`config.mk`:
```
export PLATFORM = sky130hd
export DESIGN_NAME = trans_sequencer_flat
export DESIGN_NICKNAME = d
export VERILOG_FILES = /design/src/rtl/trans_sequencer_if.sv /design/src/rtl/trans_sequencer.sv /design/src/flat_wrapper.sv
export SDC_FILE = /design/constraint.sdc
export NUM_CORES = 1
export LEC_CHECK = 0
export CAP_MARGIN = 20
export CORE_MARGIN = 2
export CORE_UTILIZATION = 45
export CTS_CLUSTER_DIAMETER = 60
export CTS_CLUSTER_SIZE = 12
export DETAILED_ROUTE_END_ITERATION = 7
export GPL_ROUTABILITY_DRIVEN = 0
export HOLD_SLACK_MARGIN = 0.06
export PLACE_DENSITY = 0.79
export REMOVE_ABC_BUFFERS = 1
export SETUP_SLACK_MARGIN = 0.1
export SYNTH_ARGS = -nofsm -noshare
export SYNTH_HDL_FRONTEND = slang
export SYNTH_SLANG_ARGS = --single-unit
```
`constraint.sdc`:
```
create_clock -name clk_i -period 14.05 [get_ports clk_i]
set_input_delay 2.1075 -clock clk_i [delete_from_list [all_inputs] [get_ports clk_i]]
set_output_delay 2.1075 -clock clk_i [all_outputs]
set_load 0.02 [all_outputs]
```
`src/rtl/trans_sequencer_if.sv`:
```
// Request channel between the test sequencer and the memory-checker transmitter.
interface trans_sequencer_if #(
  parameter int unsigned ADDR_W = 32
) ();
  logic              trans_valid;
  logic [ADDR_W-1:0] trans_addr;
  logic              trans_type;   // 0 = write, 1 = read
  logic              trans_ready;
  logic              trans_busy;

  modport master (
    output trans_valid, trans_addr, trans_type,
    input  trans_ready, trans_busy
  );

  modport slave (
    input  trans_valid, trans_addr, trans_type,
    output trans_ready, trans_busy
  );
endinterface

```
`src/rtl/trans_sequencer.sv`:
```
// Test-level sequencer: issues write/read/write-then-read requests over fixed, running or
// LFSR-random addresses, counts accepted handshakes and reports completion/error status.
// Optional watchdog and timeout_o port are enabled by defining SEQ_TIMEOUT_EN.
module trans_sequencer #(
  parameter int unsigned ADDR_W    = 32,
  parameter int unsigned CNT_W     = 32,
  parameter int unsigned TIMEOUT_W = 16
) (
  input  logic              clk_i,
  input  logic              rst_i,
  input  logic              start_i,
  input  logic [1:0]        test_mode_i,
  input  logic [1:0]        addr_mode_i,
  input  logic [CNT_W-1:0]  trans_cnt_i,
  input  logic [ADDR_W-1:0] addr_low_i,
  input  logic [ADDR_W-1:0] addr_high_i,
  input  logic [ADDR_W-1:0] addr_step_i,
  input  logic [ADDR_W-1:0] addr_mask_i,
  trans_sequencer_if.master trans_io,
  input  logic              cmp_error_i,
  output logic              busy_o,
  output logic              done_o,
  output logic              error_o,
`ifdef SEQ_TIMEOUT_EN
  output logic              timeout_o,
`endif
  output logic [CNT_W-1:0]  sent_cnt_o
);

  typedef enum logic [1:0] {StIdle, StIssue, StDrain, StDone} state_e;

  localparam logic [1:0]  TmWrite   = 2'd1;
  localparam logic [1:0]  TmWac     = 2'd2;
  localparam logic [1:0]  AmRun     = 2'd1;
  localparam logic [1:0]  AmRnd     = 2'd2;
  // Galois feedback for x^32 + x^22 + x^2 + x + 1, right-shifting form.
  localparam logic [31:0] LfsrTaps  = 32'h8020_0003;

  state_e            state_q, state_d;
  logic [1:0]        test_mode_q, test_mode_d;
  logic [1:0]        addr_mode_q, addr_mode_d;
  logic [ADDR_W-1:0] low_q, low_d, high_q, high_d, step_q, step_d, mask_q, mask_d;
  logic [ADDR_W-1:0] addr_q, addr_d;
  logic              type_q, type_d;
  logic [CNT_W-1:0]  unit_cnt_q, unit_cnt_d;
  logic [CNT_W-1:0]  sent_cnt_q, sent_cnt_d;
  logic [31:0]       lfsr_q, lfsr_d;
  logic              error_q, error_d;

  logic              hs, wac, unit_done;
  logic [31:0]       lfsr_step;
  logic [ADDR_W:0]   run_sum;
  logic              run_wrap;
  logic [ADDR_W-1:0] addr_next;

`ifdef SEQ_TIMEOUT_EN
  logic [TIMEOUT_W-1:0] wd_q, wd_d;
  logic                 timeout_q, timeout_d;
  logic                 wd_expired;
  assign wd_expired = &wd_q;
`else
  logic [TIMEOUT_W-1:0] unused_wd;
  assign unused_wd = '0;
`endif

  assign hs        = (state_q == StIssue) && trans_io.trans_ready;
  assign wac       = (test_mode_q == TmWac);
  // In write-and-check the unit ends on its read half, which type_q tracks.
  assign unit_done = hs && (!wac || type_q);
  assign lfsr_step = lfsr_q[0] ? ((lfsr_q >> 1) ^ LfsrTaps) : (lfsr_q >> 1);
  assign run_sum   = {1'b0, addr_q} + {1'b0, step_q};
  assign run_wrap  = run_sum[ADDR_W] || (run_sum[ADDR_W-1:0] > high_q);

  // Address of the following unit.
  always_comb begin
    addr_next = low_q;
    if (addr_mode_q == AmRun) begin
      addr_next = run_wrap ? low_q : run_sum[ADDR_W-1:0];
    end else if (addr_mode_q == AmRnd) begin
      addr_next = ADDR_W'(lfsr_step) & mask_q;
    end
  end

  // Next-state logic for the control FSM and its datapath.
  always_comb begin
    state_d     = state_q;
    test_mode_d = test_mode_q;
    addr_mode_d = addr_mode_q;
    low_d       = low_q;
    high_d      = high_q;
    step_d      = step_q;
    mask_d      = mask_q;
    addr_d      = addr_q;
    type_d      = type_q;
    unit_cnt_d  = unit_cnt_q;
    sent_cnt_d  = sent_cnt_q;
    lfsr_d      = lfsr_q;
    error_d     = error_q;
`ifdef SEQ_TIMEOUT_EN
    timeout_d   = timeout_q;
`endif
    unique case (state_q)
      StIdle: begin
        if (start_i) begin
          test_mode_d = test_mode_i;
          addr_mode_d = addr_mode_i;
          low_d       = addr_low_i;
          high_d      = addr_high_i;
          step_d      = addr_step_i;
          mask_d      = addr_mask_i;
          unit_cnt_d  = trans_cnt_i;
          sent_cnt_d  = '0;
          error_d     = 1'b0;
`ifdef SEQ_TIMEOUT_EN
          timeout_d   = 1'b0;
`endif
          addr_d      = (addr_mode_i == AmRnd) ? (ADDR_W'(lfsr_q) & addr_mask_i) : addr_low_i;
          // Write-only and write-and-check begin with a write; everything else reads.
          type_d      = !((test_mode_i == TmWrite) || (test_mode_i == TmWac));
          state_d     = (trans_cnt_i == '0) ? StDrain : StIssue;
        end
      end
      StIssue: begin
        if (hs && wac) type_d = ~type_q;
        if (unit_done) begin
          unit_cnt_d = unit_cnt_q - CNT_W'(1);
          addr_d     = addr_next;
          if (addr_mode_q == AmRnd) lfsr_d = lfsr_step;
          if (unit_cnt_q == CNT_W'(1)) state_d = StDrain;
        end
        if (cmp_error_i) state_d = StDrain;
      end
      StDrain: begin
        if (!trans_io.trans_busy) state_d = StDone;
      end
      StDone: begin
        state_d = StIdle;
      end
      default: begin
        state_d = StIdle;
      end
    endcase
    if (hs && !(&sent_cnt_q)) sent_cnt_d = sent_cnt_q + CNT_W'(1);
    if (cmp_error_i && (state_q != StIdle)) error_d = 1'b1;
`ifdef SEQ_TIMEOUT_EN
    if (wd_expired && ((state_q == StIssue) || (state_q == StDrain))) begin
      state_d   = StDone;
      timeout_d = 1'b1;
    end
`endif
  end

`ifdef SEQ_TIMEOUT_EN
  // Watchdog counts stalled cycles and restarts on any handshake or state change.
  always_comb begin
    wd_d = '0;
    if ((state_d == state_q) && !hs) begin
      if (((state_q == StIssue) && !trans_io.trans_ready) ||
          ((state_q == StDrain) && trans_io.trans_busy)) begin
        wd_d = wd_q + TIMEOUT_W'(1);
      end
    end
  end

  // Watchdog registers.
  always_ff @(posedge clk_i or posedge rst_i) begin
    if (rst_i) begin
      wd_q      <= '0;
      timeout_q <= 1'b0;
    end else begin
      wd_q      <= wd_d;
      timeout_q <= timeout_d;
    end
  end

  assign timeout_o = timeout_q;
`endif

  // State and datapath registers.
  always_ff @(posedge clk_i or posedge rst_i) begin
    if (rst_i) begin
      state_q     <= StIdle;
      test_mode_q <= '0;
      addr_mode_q <= '0;
      low_q       <= '0;
      high_q      <= '0;
      step_q      <= '0;
      mask_q      <= '0;
      addr_q      <= '0;
      type_q      <= 1'b0;
      unit_cnt_q  <= '0;
      sent_cnt_q  <= '0;
      lfsr_q      <= '1;
      error_q     <= 1'b0;
    end else begin
      state_q     <= state_d;
      test_mode_q <= test_mode_d;
      addr_mode_q <= addr_mode_d;
      low_q       <= low_d;
      high_q      <= high_d;
      step_q      <= step_d;
      mask_q      <= mask_d;
      addr_q      <= addr_d;
      type_q      <= type_d;
      unit_cnt_q  <= unit_cnt_d;
      sent_cnt_q  <= sent_cnt_d;
      lfsr_q      <= lfsr_d;
      error_q     <= error_d;
    end
  end

  assign trans_io.trans_valid = (state_q == StIssue);
  assign trans_io.trans_addr  = addr_q;
  assign trans_io.trans_type  = type_q;
  assign busy_o               = (state_q != StIdle);
  assign done_o               = (state_q == StDone);
  assign error_o              = error_q;
  assign sent_cnt_o           = sent_cnt_q;

endmodule

```
`src/flat_wrapper.sv`:
```
// flat-port wrapper written by rule: the top's interface ports become plain ports
module trans_sequencer_flat 
#(
  parameter int unsigned ADDR_W    = 32,
  parameter int unsigned CNT_W     = 32,
  parameter int unsigned TIMEOUT_W = 16
)
  (clk_i, rst_i, start_i, test_mode_i, addr_mode_i, trans_cnt_i, addr_low_i, addr_high_i, addr_step_i, addr_mask_i, cmp_error_i, busy_o, done_o, error_o, sent_cnt_o, trans_io_trans_valid, trans_io_trans_addr, trans_io_trans_type, trans_io_trans_ready, trans_io_trans_busy);
  trans_sequencer_if #(.ADDR_W(ADDR_W)) trans_io_i ();
  input  logic clk_i;
  input  logic rst_i;
  input  logic start_i;
  input  logic [1:0] test_mode_i;
  input  logic [1:0] addr_mode_i;
  input  logic [CNT_W-1:0] trans_cnt_i;
  input  logic [ADDR_W-1:0] addr_low_i;
  input  logic [ADDR_W-1:0] addr_high_i;
  input  logic [ADDR_W-1:0] addr_step_i;
  input  logic [ADDR_W-1:0] addr_mask_i;
  input  logic cmp_error_i;
  output logic busy_o;
  output logic done_o;
  output logic error_o;
  output logic [CNT_W-1:0] sent_cnt_o;
  output wire logic [$bits(trans_io_i.trans_valid)-1:0] trans_io_trans_valid;
  output wire logic [$bits(trans_io_i.trans_addr)-1:0] trans_io_trans_addr;
  output wire logic [$bits(trans_io_i.trans_type)-1:0] trans_io_trans_type;
  input wire logic [$bits(trans_io_i.trans_ready)-1:0] trans_io_trans_ready;
  input wire logic [$bits(trans_io_i.trans_busy)-1:0] trans_io_trans_busy;
  assign trans_io_trans_valid = trans_io_i.trans_valid;
  assign trans_io_trans_addr = trans_io_i.trans_addr;
  assign trans_io_trans_type = trans_io_i.trans_type;
  assign trans_io_i.trans_ready = trans_io_trans_ready;
  assign trans_io_i.trans_busy = trans_io_trans_busy;
  trans_sequencer #(.ADDR_W(ADDR_W), .CNT_W(CNT_W), .TIMEOUT_W(TIMEOUT_W)) u_core (.clk_i(clk_i), .rst_i(rst_i), .start_i(start_i), .test_mode_i(test_mode_i), .addr_mode_i(addr_mode_i), .trans_cnt_i(trans_cnt_i), .addr_low_i(addr_low_i), .addr_high_i(addr_high_i), .addr_step_i(addr_step_i), .addr_mask_i(addr_mask_i), .trans_io(trans_io_i), .cmp_error_i(cmp_error_i), .busy_o(busy_o), .done_o(done_o), .error_o(error_o), .sent_cnt_o(sent_cnt_o));
endmodule
```
# == After elaboration in Yosys (flattened, before gate mapping) ==
# Index checks and enable logic that the tools add are counted.
# word_totals
regBits,264
in_bits,170
out_inout_bits,69
# op_classes
addsub,3
magnitude_cmp,1
n_eq_ne,16
muxes,27
bitwise,4
reduce_logical,27
# ops
operator,count
two-way mux 32 bit,12
case mux 32 bit (2 select lines),2
AND 32 bit,2
adder 32 x 32 -> 33 bit,1
adder 32 x 1 -> 32 bit (second input constant),1
== test 32 x 1 -> 1 bit (second input constant),1
greater-than comparator 32 bit,1
logical NOT 32 bit,1
AND reduction 32 bit,1
subtractor 32 x 1 -> 32 bit (second input constant),1
== test 2 bit (second input constant),6
two-way mux 2 bit,6
nonzero test 2 bit,6
AND reduction 3 bit,3
case mux 2 bit (4 select lines),1
== test 2 x 1 -> 1 bit (second input constant),3
!= test 3 x 2 -> 1 bit (second input constant),2
AND reduction 2 bit,3
logical AND 1 bit,5
two-way mux 1 bit,5
!= test 2 x 1 -> 1 bit (second input constant),2
!= test 2 bit (second input constant),2
NOT 3 -> 4 bit,1
AND reduction 4 bit,1
other kinds (5),9

# == Depth between registers and ports, before layout ==
# Gate-level depths: netlist (run 1).
# depth
ltp_word,7
mapped_depth,21
depth_no_buf,20

# == Least setup slack after synthesis (run 1) ==
# Ideal clock, no wire load.
# synth_path
kind,flip-flop to flip-flop
from,register u_core.addr_q[8] (netlist: u_core.trans_io.trans_addr[8])
to,register u_core.addr_q[10] (netlist: u_core.trans_io.trans_addr[10])
arrival_ns,4.522
required_time_ns,13.914
setup_slack_ns,9.392
stages_incl_launch_ff,22
n_path_buf,1
cell_sequence,dfrtp_1 -> ha_1 -> a21o_1 -> a2bb2oi_1 -> o31ai_4 -> a21o_2 -> a31oi_2 -> o21ai_2 -> or4_1 -> nand2_1 -> nor2_1 -> ha_1 -> nand4_1 -> or3_1 -> a211oi_1 -> o31ai_1 -> and3_1 -> o21a_4 -> buf_6 -> mux2_4 -> a21oi_1 -> nor3_1
# synth_between
elab_chain_cells,7
# synth_rtl
element,line,rtl
from (decl),trans_sequencer.sv:43,"logic [ADDR_W-1:0] addr_q, addr_d;"
from (signal assigned),trans_sequencer.sv:203,addr_q <= addr_d;
adder 32 x 32 -> 33 bit *,trans_sequencer.sv:71,"assign run_sum = {1'b0, addr_q} + {1'b0, step_q};"
greater-than comparator 32 bit,trans_sequencer.sv:72,assign run_wrap = run_sum[ADDR_W] || (run_sum[ADDR_W-1:0] > high_q);
logical OR 1 bit,trans_sequencer.sv:72,
two-way mux 32 bit *,trans_sequencer.sv:78,addr_next = run_wrap ? low_q : run_sum[ADDR_W-1:0];
two-way mux 32 bit *,trans_sequencer.sv:77,if (addr_mode_q == AmRun) begin
two-way mux 32 bit *,trans_sequencer.sv:125,if (unit_done) begin
case mux 32 bit (2 select lines) *,trans_sequencer.sv:102,unique case (state_q)
# Every way passes the cells marked *; elsewhere a longest branch is shown, timed or not. The select of a mux whose other input is x is not followed.
# A chain may end at the register's enable or synchronous reset.

# == Worst setup path in the final report (run 1) ==
# layout_path
from,register u_core.addr_q[1] (netlist: u_core.trans_io.trans_addr[1])
to,register u_core.addr_q[11] (netlist: u_core.trans_io.trans_addr[11])
# Same word-level chain as after synthesis.

==> results.cfg, run 1 <==
[sta]
whs_ps = 494
tns_ps = 0
fmax_mhz = 177
tightest_slew_ps = 1190
timing.final.crit_period_ps = 5630
rsz0062_at_grt = false
slew_violations = 0
clock_skew_ps = 34.0
max_slew_margin_pct = 20.5
final-hold-violation-count = 0
setup_slack_ps = 8420
post-route-period-util_pct = 40.1
finalSetupViolCount = 0

[route]
drtAntennaViolNets = 0
drtIter0Drc = 1694
wl_um = 46900
post_drt_wl_per_cell_um = 20.9
drc = 0
viasPerCell = 6.09
vias = 13700
firstDrtPassIters = 8

[cells_and_area]
fillers = 2821
final_cells = 2244
syn2layout_area_growth_pct = 23.9
final_nets = 2013
drive_above_1_share_pct = 16.6

[power_and_ir_drop]
max-vdd-ir-drop_mv = 0.139
power.leakage_nw = 8.09
cellPowerDensity_nw_per_um2 = 271

[critical_path]
crit_path_end_kind = flop
crit_arrival_ps = 6090
critPathLaunchType = flop
cpPeakStageDelay_ps = 610
critical_path.top_delay_family = compound AO/OA/AOI/OAI gates
cp_max_fo = 16
path_buf_inv = 0
cp_slowest_cell = nor2_1
cp.required_ps = 14510
crit_type = flop to flop
worstPathCellList = ha_1 > a21oi_1 > o2111a_1 > o31ai_4 > a21o_2 > a31oi_2 > o21ai_2 > or4_1 > nand2_1 > nor2_1 > ha_1 > nand4_1 > nor4_1 > nand3_1 > o21ai_0 > and3_1 > o21ai_2 > nor2_1 > a21oi_1 > o31ai_1

[die]
start_util_pct = 45.9
io_pins = 239
dieHeight_um = 189
coreArea_um2 = 33700
die_area_um2 = 35900
fp.dieW_um = 189
rows = 67

[clock_network]
h-tree-depth = 1
clk_path_buf_depth = 3
cts.sinks = 264
cts_resized = 0
clock_latency_ps = 570
cts_made_buffers = 29
clk_pin_slew_worst_paths_ps = 70
cts_tree = yes
cts_setup_buffers = 0
cts-hold-fix-buffers = 0
clock_tree.root_cell = clkbuf_16

[global_routing]
grt_pass1_wl_um = 73200
grt-ovfl-total = 0
first_global_vias = 13400
grt_max_degree = 157
grt_use_total_pct = 25.5
antenna_found_initial = 6

[placed_design]
hpwl_um = 32100
portBuffers = 238
dp_cells = 2188
place_ws_ps = 8690

[run]
cap_violations = 0

[synthesis]
synthCells = 1568
synthTopCellsByArea = dfrtp_1 (38%), mux2_2 (12%), ha_1 (5.7%)
synth-edff-count = 0
ys_seq_area_share_pct = 42.9
yosys_warnings = 0
syn-cell-area_um2 = 15500
ys.flop_type = dfrtp_1
synth.distinct_cells = 83
syn_area_per_cell_um2 = 9.87
synth_top_cell_by_area = dfrtp_1
ys_ff_latch = 264
async_flop_share_pct = 100
netlist.area_leader.share_pct = 37.5

[hold_path]
holdCritPathClass = flop to flop

[outcome]
outcome = finished clean
final cells by class:
type	instances	area (um2)	share of cell area [%]
diodes	5	12.5	0.0652
clock buffers	42	795	4.14
clock inverters	9	113	0.587
inverters	63	244	1.27
multi-input cells	1158	8290	43.2
flip-flops and latches	264	6650	34.6
well taps	448	561	2.92
repair buffers	255	2520	13.1
path summary, 6_finish.rpt:
path	startpoint	end	slack, ps	cells past startpoint
max	u_core.trans_io.trans_addr[1]	u_core.trans_io.trans_addr[11]	8420	20
min	u_core.lfsr_q[1]	u_core.lfsr_q[0]	490	2
max reg2reg	u_core.trans_io.trans_addr[1]	u_core.trans_io.trans_addr[11]	8420	20
min reg2reg	u_core.lfsr_q[1]	u_core.lfsr_q[0]	490	2
max in group asynchronous	rst_i	u_core.low_q[4]	10570	3
min in group asynchronous	rst_i	u_core.unit_cnt_q[8]	2080	2
synthesized netlist by cell type, types with 4 or more instances:
library cell / n
dfrtp_1: 232
mux2_2: 166
nand2_1: 127
a21oi_1: 105
o21ai_0: 96
nor2_1: 92
ha_1: 71
clkbuf_1: 69
inv_1: 62
nand3_1: 57
and3_1: 43
a31oi_1: 42
dfstp_2: 32
nand4_1: 29
nor3_1: 26
a21o_1: 23
xnor2_1: 18
a2111oi_0: 16
a211oi_1: 15
nor4_1: 15
o22ai_1: 15
o31ai_1: 15
o211ai_1: 14
xor2_1: 14
mux2_4: 13
nor2b_1: 12
a222oi_1: 10
o21a_1: 10
and2_1: 9
mux2i_1: 9
nand2b_1: 7
a22oi_1: 6
and4_1: 6
buf_1: 5
buf_2: 5
or3_1: 5
nor3b_1: 4
o21ai_2: 4
or4_1: 4
report_power, final:
part	total [mW]	switching, mW	internal [mW]
sequential	1.33	0.266	1.07
clock	0.749	0.320	0.429
combinational	3.12	1.79	1.33
per-layer routing:
layer | GRT usage, % | part of all wire (%)
met3 | 4.91 | 8.7
met4 | 10.3 | 4.4
met1 | 34.2 | 41
met5 | 0 | 0.058
met2 | 40.6 | 46
cell usage in the layout (no fill, tap or decap), types with 6 or more instances in the layout:
cell,count
a2111oi_0,16
a211oi_1,15
a21o_1,22
a21oi_1,104
a222oi_1,10
a22oi_1,6
a31oi_1,42
and2_1,9
and3_1,43
and4_1,6
buf_4,16
clkbuf_1,11
clkbuf_16,29
clkdlybuf4s50_1,238
dfrtp_1,232
dfstp_2,32
ha_1,70
inv_1,61
mux2_2,166
mux2_4,13
mux2i_1,9
nand2_1,126
nand2b_1,7
nand3_1,57
nand4_1,29
nor2_1,91
nor2b_1,10
nor3_1,26
nor4_1,15
o211ai_1,14
o21a_1,10
o21ai_0,95
o22ai_1,15
o31ai_1,15
xnor2_1,18
xor2_1,14
cells by family after synthesis:
kind of cell,after synthesis,share of synthesized area (%)
AOI/OAI and AO/OA,413,17.2
xor gates and xnor gates,32,1.81
adders and majority gates,72,5.87
buffers and inverters,146,3.71
DFF,264,42.9
muxes,188,13.9
and+or+nand+nor,453,14.6
sequential cells by signal, summed over array words and instances (netlist names):
register / cells
u_core.addr_mode_q: 2
u_core.error_o: 1
u_core.high_q: 32
u_core.lfsr_q: 32
u_core.low_q: 32
u_core.mask_q: 32
u_core.sent_cnt_o: 32
u_core.state_q: 2
u_core.step_q: 32
u_core.test_mode_q: 2
u_core.trans_io.trans_addr: 32
u_core.trans_io.trans_type: 1
u_core.unit_cnt_q: 32
metrics by stage:
step                      area (um2)  power, mW  util, %
after floorplan                15100       3.47        -
after global placement         18300       4.27     54.2
after detailed placement       18300       4.38     54.2
after CTS                      19200       5.15     56.9
after global routing           19200       5.55     56.9
final                          19200       5.21     56.9
worst min-delay path: stages (launching register included):
cell,delay [ps]
dfstp_2,380
nand2_1,70
xnor2_1,60
Note: power is estimated with default switching activity, not from simulation.
==> run 2, diff against run 1 <==
- clock period: 14.05 -> 5.3 ns (I/O delays scaled with it)
==> results.cfg, run 2 (synthesis results as in run 1) <==
[critical_path]
r2r_start = u_core.trans_io.trans_addr[17]
cp.required_ps = 5720
crit_type = flop to flop
critPathLaunchType = flop
cp_max_fo = 6
rr_endpoint = u_core.trans_io.trans_addr[10]
crit_path_end_kind = flop
ff2ff_path_depth = 18
crit_arrival_ps = 5510
r2r_slack_ps = 200

[cells_and_area]
syn2layout_area_growth_pct = 25.8
drive_above_1_share_pct = 18.1
stdcell_area_um2 = 19500
final_common_cell = clkdlybuf4s50_1
fin_util_pct = 57.8
mostFrequentLayoutCells = clkdlybuf4s50_1 (238), dfrtp_1 (232), mux2_2 (166)
final_nets = 2033

[power_and_ir_drop]
power.internal_mw = 7.75
swShare_pct = 45.8
power.leakage_nw = 8.21
seqPwrFrac_pct = 24.9
total_power_mw = 14.3
max-vdd-ir-drop_mv = 0.416
clkPwrFrac_pct = 13.4
cellPowerDensity_nw_per_um2 = 735
p_comb_share_pct = 61.7
p_sw_mw = 6.56

[outcome]
outcome = finished clean

[hold_path]
hp-start = u_core.lfsr_q[1]
holdCritPathClass = flop to flop
min_to = u_core.lfsr_q[0]
min_path_cells = 2

[die]
io_pins = 239
coreArea_um2 = 33700
dieHeight_um = 189
start_util_pct = 45.9
rows = 67
die_area_um2 = 35900
fp.dieW_um = 189

[global_routing]
met3_usage_pct = 5.00
grt_pass1_wl_um = 73700
grt-ovfl-total = 0
first_global_vias = 13600
grt_max_degree = 113
grt_use_met1_pct = 33.9
busiest_layer = met2
use_met2_pct = 40.9
antenna_found_initial = 5
grt_use_total_pct = 25.7

[route]
viasPerCell = 6.10
firstDrtPassIters = 8
drc = 0
drtAntennaViolNets = 0
drtIter0Drc = 1520
post_drt_wl_per_cell_um = 21.2
wl_um = 47900
vias = 13800

[sta]
timing.final.crit_period_ps = 5100
finalSetupViolCount = 0
fmax_mhz = 196
rsz0062_at_grt = false
final-hold-violation-count = 0
tightest_slew_ps = 1260
post-route-period-util_pct = 96.1
slew_violations = 0
whs_ps = 502
max_slew_margin_pct = 15.4
clock_skew_ps = 11.8

[clock_network]
h-tree-depth = 1
cts-hold-fix-buffers = 0
cts_made_buffers = 28
clock_latency_ps = 560
clk_pin_slew_worst_paths_ps = 60
clk_path_buf_depth = 3
clock_tree.root_cell = clkbuf_16
cts_tree = yes
cts.sinks = 264

[placed_design]
hpwl_um = 33300
placed_area_um2 = 18300
portBuffers = 238

[run]
cap_violations = 0
## run 2: cell count changes in the layout (fill, tap and decap cells not counted), sizes merged
cell    previous run  this run
buf               17        36
clkbuf            42        46
diode              5         2
o21a              11        13
bufinv             2         1
clkinv             5         4
inv               64        63
## run 2: worst max path at each step
stage,from,to,slack (ps),depth (start not counted)
after floorplan,rst_i,u_core.addr_mode_q[0],-2710,1
after global placement,u_core.trans_io.trans_addr[2],u_core.trans_io.trans_addr[26],240,19
after detailed placement,u_core.trans_io.trans_addr[2],u_core.trans_io.trans_addr[10],50,19
after CTS,u_core.trans_io.trans_addr[1],u_core.trans_io.trans_addr[10],170,20
after global routing,u_core.trans_io.trans_addr[10],u_core.trans_io.trans_addr[21],80,20
final,u_core.trans_io.trans_addr[17],u_core.trans_io.trans_addr[10],200,18
## run 2: layer usage
layer / vias to the layer above / share of wire (%)
met5: - / 0.079
met4: 6 / 4.8
met1: 6718 / 41
met2: 680 / 46
li1: 6259 / -
met3: 147 / 8.6
## run 2: worst max-delay path, cell delays in order, from the launching register on
cell and delay (ps):
dfrtp_1 430, ha_1 430, a211oi_1 380, o211ai_1 170, a221oi_1 380, nand3b_1 210
o21ai_4 260, o21ai_0 130, xnor2_1 180, ha_1 320, nand4_1 230, or3_1 430
a211oi_1 210, o31ai_1 130, and3_4 240, o21a_4 200, mux2_4 320, a21oi_1 220
nor3_1 90
## run 2: stage by stage
step / setup WS, ps / std cells / setup TNS, ps
floorplan: -2710 / 1485 / -672240
global placement: 236 / 2195 / 0
detailed placement: 48.6 / 2196 / 0
CTS: 172 / 2249 / 0
global route: 77.0 / 2262 / 0
finish: 205 / 2263 / 0
## run 2: final cells by class
type	count	area [um2]
clock inverters	6	68.8
well taps	448	561
multi-input cells	1160	8430
inverters	63	244
flip-flops and latches	264	6650
repair buffers	274	2710
fillers	2793	14200
diodes	2	5.00
clock buffers	46	810
## run 2: what timing repair did
action | 4_1_cts | 5_1_grt
setup endpoints to repair | 18 | 29
buffers inserted | 1 | 7
cloned | 0 | 2
pin swaps | 2 | 7
resized for setup | 2 | 19
## run 2: power groups by stage
| stage | logic, mW | clock network (mW) | registers, mW |
|---|---|---|---|
| 6_report | 8.82 | 1.92 | 3.57 |
| 5_1_grt | 9.51 | 2.04 | 3.65 |
| 4_1_cts | 8.20 | 1.95 | 3.52 |
| 3_5_place_dp | 8.10 | 0 | 3.55 |
| 3_3_place_gp | 7.87 | 0 | 3.50 |
| 2_1_floorplan | 5.73 | 0 | 3.48 |
==> run 3, diff against run 2 <==
- MAX_ROUTING_LAYER: default -> met4
- SLEW_MARGIN: default -> 20
==> results.cfg, run 3 (synthesis results as in run 1) <==
[die]
start_util_pct = 45.9
coreArea_um2 = 33700
fp.dieW_um = 189
dieHeight_um = 189
rows = 67
die_area_um2 = 35900
io_pins = 239

[global_routing]
grt-ovfl-total = 0
first_global_vias = 13800
grt_max_degree = 113
grt_pass1_wl_um = 74000
grt_use_total_pct = 26.6
antenna_found_initial = 5

[power_and_ir_drop]
max-vdd-ir-drop_mv = 0.530
power.leakage_nw = 8.15
total_power_mw = 14.1
cellPowerDensity_nw_per_um2 = 727

[clock_network]
cts.sinks = 264
h-tree-depth = 1
clock_tree.root_cell = clkbuf_16
cts_made_buffers = 28
clock_latency_ps = 560
cts_tree = yes
clk_path_buf_depth = 3
clk_pin_slew_worst_paths_ps = 60

[critical_path]
critPathLaunchType = flop
crit_top_cell = a21o_1
cpPeakStageDelay_ps = 530
r2r_start = u_core.trans_io.trans_addr[10]
r2r_slack_ps = 190
crit_arrival_ps = 5560
rr_endpoint = u_core.trans_io.trans_addr[21]
ff2ff_path_depth = 20
worstPathCellList = ha_1 > a21o_1 > a21o_1 > a21o_1 > a21o_2 > a31oi_4 > o21ai_2 > or4_1 > nand2_1 > nor2_1 > ha_1 > nand4_1 > nor4_1 > nand3_1 > o21ai_0 > and3_2 > o21ai_2 > buf_6 > or4b_1 > and3_1
cp_max_fo = 9
cp_slowest_cell = or4_1
crit_type = flop to flop
crit_path_end_kind = flop
cp.required_ps = 5750

[hold_path]
min_to = u_core.lfsr_q[0]
holdCritPathClass = flop to flop
min_path_cells = 2
hp-start = u_core.lfsr_q[1]

[cells_and_area]
final_nets = 2026
final_common_cell = clkdlybuf4s50_1
mostFrequentLayoutCells = clkdlybuf4s50_1 (238), dfrtp_1 (232), mux2_2 (166)
regArea_um2 = 6650
fillers = 2833
syn2layout_area_growth_pct = 24.9
drive_above_1_share_pct = 17.8
multiInputGateArea_um2 = 8380

[sta]
finalSetupViolCount = 0
slew_violations = 0
post-route-period-util_pct = 96.4
final-hold-violation-count = 0
rsz0062_at_grt = true
clock_skew_ps = 19.2
setup_slack_ps = 188
tns_ps = 0
timing.final.crit_period_ps = 5110
tightest_slew_ps = 1200
max_slew_margin_pct = 19.0
fmax_mhz = 196

[route]
post_drt_wl_per_cell_um = 21.1
vias = 13800
drtAntennaViolNets = 0
drc = 0
wl_um = 47700
drtIter0Drc = 1524
firstDrtPassIters = 8
viasPerCell = 6.13

[placed_design]
portBuffers = 238
place_ws_ps = 60.7
hpwl_um = 33400

[run]
cap_violations = 0

[outcome]
outcome = finished clean
==> run 3: cell types whose count changed in the layout (fill, tap and decap cells not counted), moves of 3 or more <==
cell	change
buf_4	-5
clkinvlp_4	+3
diode_2	+3
ha_1	+3
ha_4	-3
==> run 3: metal layers <==
metal,wire length [um],vias to the layer above,GRT usage (%)
met4,2440,0,12.1
met5,0,-,-
met1,19400,6743,34.1
met3,3980,148,4.75
li1,-,6250,-
met2,21800,692,41.0
==> run 3: critical path: cells and delay by family, from the launching register on <==
family	cells	cell delay, ps
adders and majority gates	2	670
buffers and inverters	1	190
DFF	1	400
and+or+nand+nor	9	2190
AOI/OAI and AO/OA	8	1530
==> run 3: where the power goes <==
group / internal (mW) / switching, mW / total [mW]
clock network: 1.05 / 0.833 / 1.88
registers: 2.83 / 0.721 / 3.55
logic: 3.72 / 4.89 / 8.62
==> run 3: worst max path at each step <==
stage / startpoint / to / slack (ps) / depth (start not counted)
3_5_place_dp: u_core.trans_io.trans_addr[2] / u_core.trans_io.trans_addr[10] / 60 / 19
4_1_cts: u_core.trans_io.trans_addr[2] / u_core.trans_io.trans_addr[10] / 150 / 19
5_1_grt: u_core.trans_io.trans_addr[10] / u_core.trans_io.trans_addr[21] / 40 / 20
2_1_floorplan: rst_i / u_core.addr_mode_q[0] / -2710 / 1
6_report: u_core.trans_io.trans_addr[10] / u_core.trans_io.trans_addr[21] / 190 / 20
3_3_place_gp: u_core.trans_io.trans_addr[2] / u_core.trans_io.trans_addr[26] / 240 / 19
==> run 3: timing repair <==
| item | in CTS | in global routing |
|---|---|---|
| setup endpoints to repair | 9 | 29 |
| gates cloned | 0 | 1 |
| resized for setup | 2 | 14 |
| pin swaps | 1 | 5 |
| hold buffers | 0 | 0 |
| setup buffers | 1 | 4 |
==> run 3: stage by stage <==
step	cells	utilization, %	hold WS, ps	cell area (um2)
2_1_floorplan	1485	-	471	15100
4_1_cts	2248	57.0	507	19200
3_5_place_dp	2196	54.4	493	18300
3_3_place_gp	2195	54.4	483	18300
5_1_grt	2258	57.4	514	19300
6_report	2258	57.4	500	19300
==> run 3: final cells by class <==
| type | instances | share of cell area (%) |
|---|---|---|
| diodes | 5 | 0.0647 |
| clock buffers | 45 | 4.22 |
| clock inverters | 6 | 0.227 |
| inverters | 63 | 1.26 |
| multi-input cells | 1159 | 43.4 |
| flip-flops and latches | 264 | 34.4 |
| well taps | 448 | 2.90 |
| repair buffers | 268 | 13.6 |
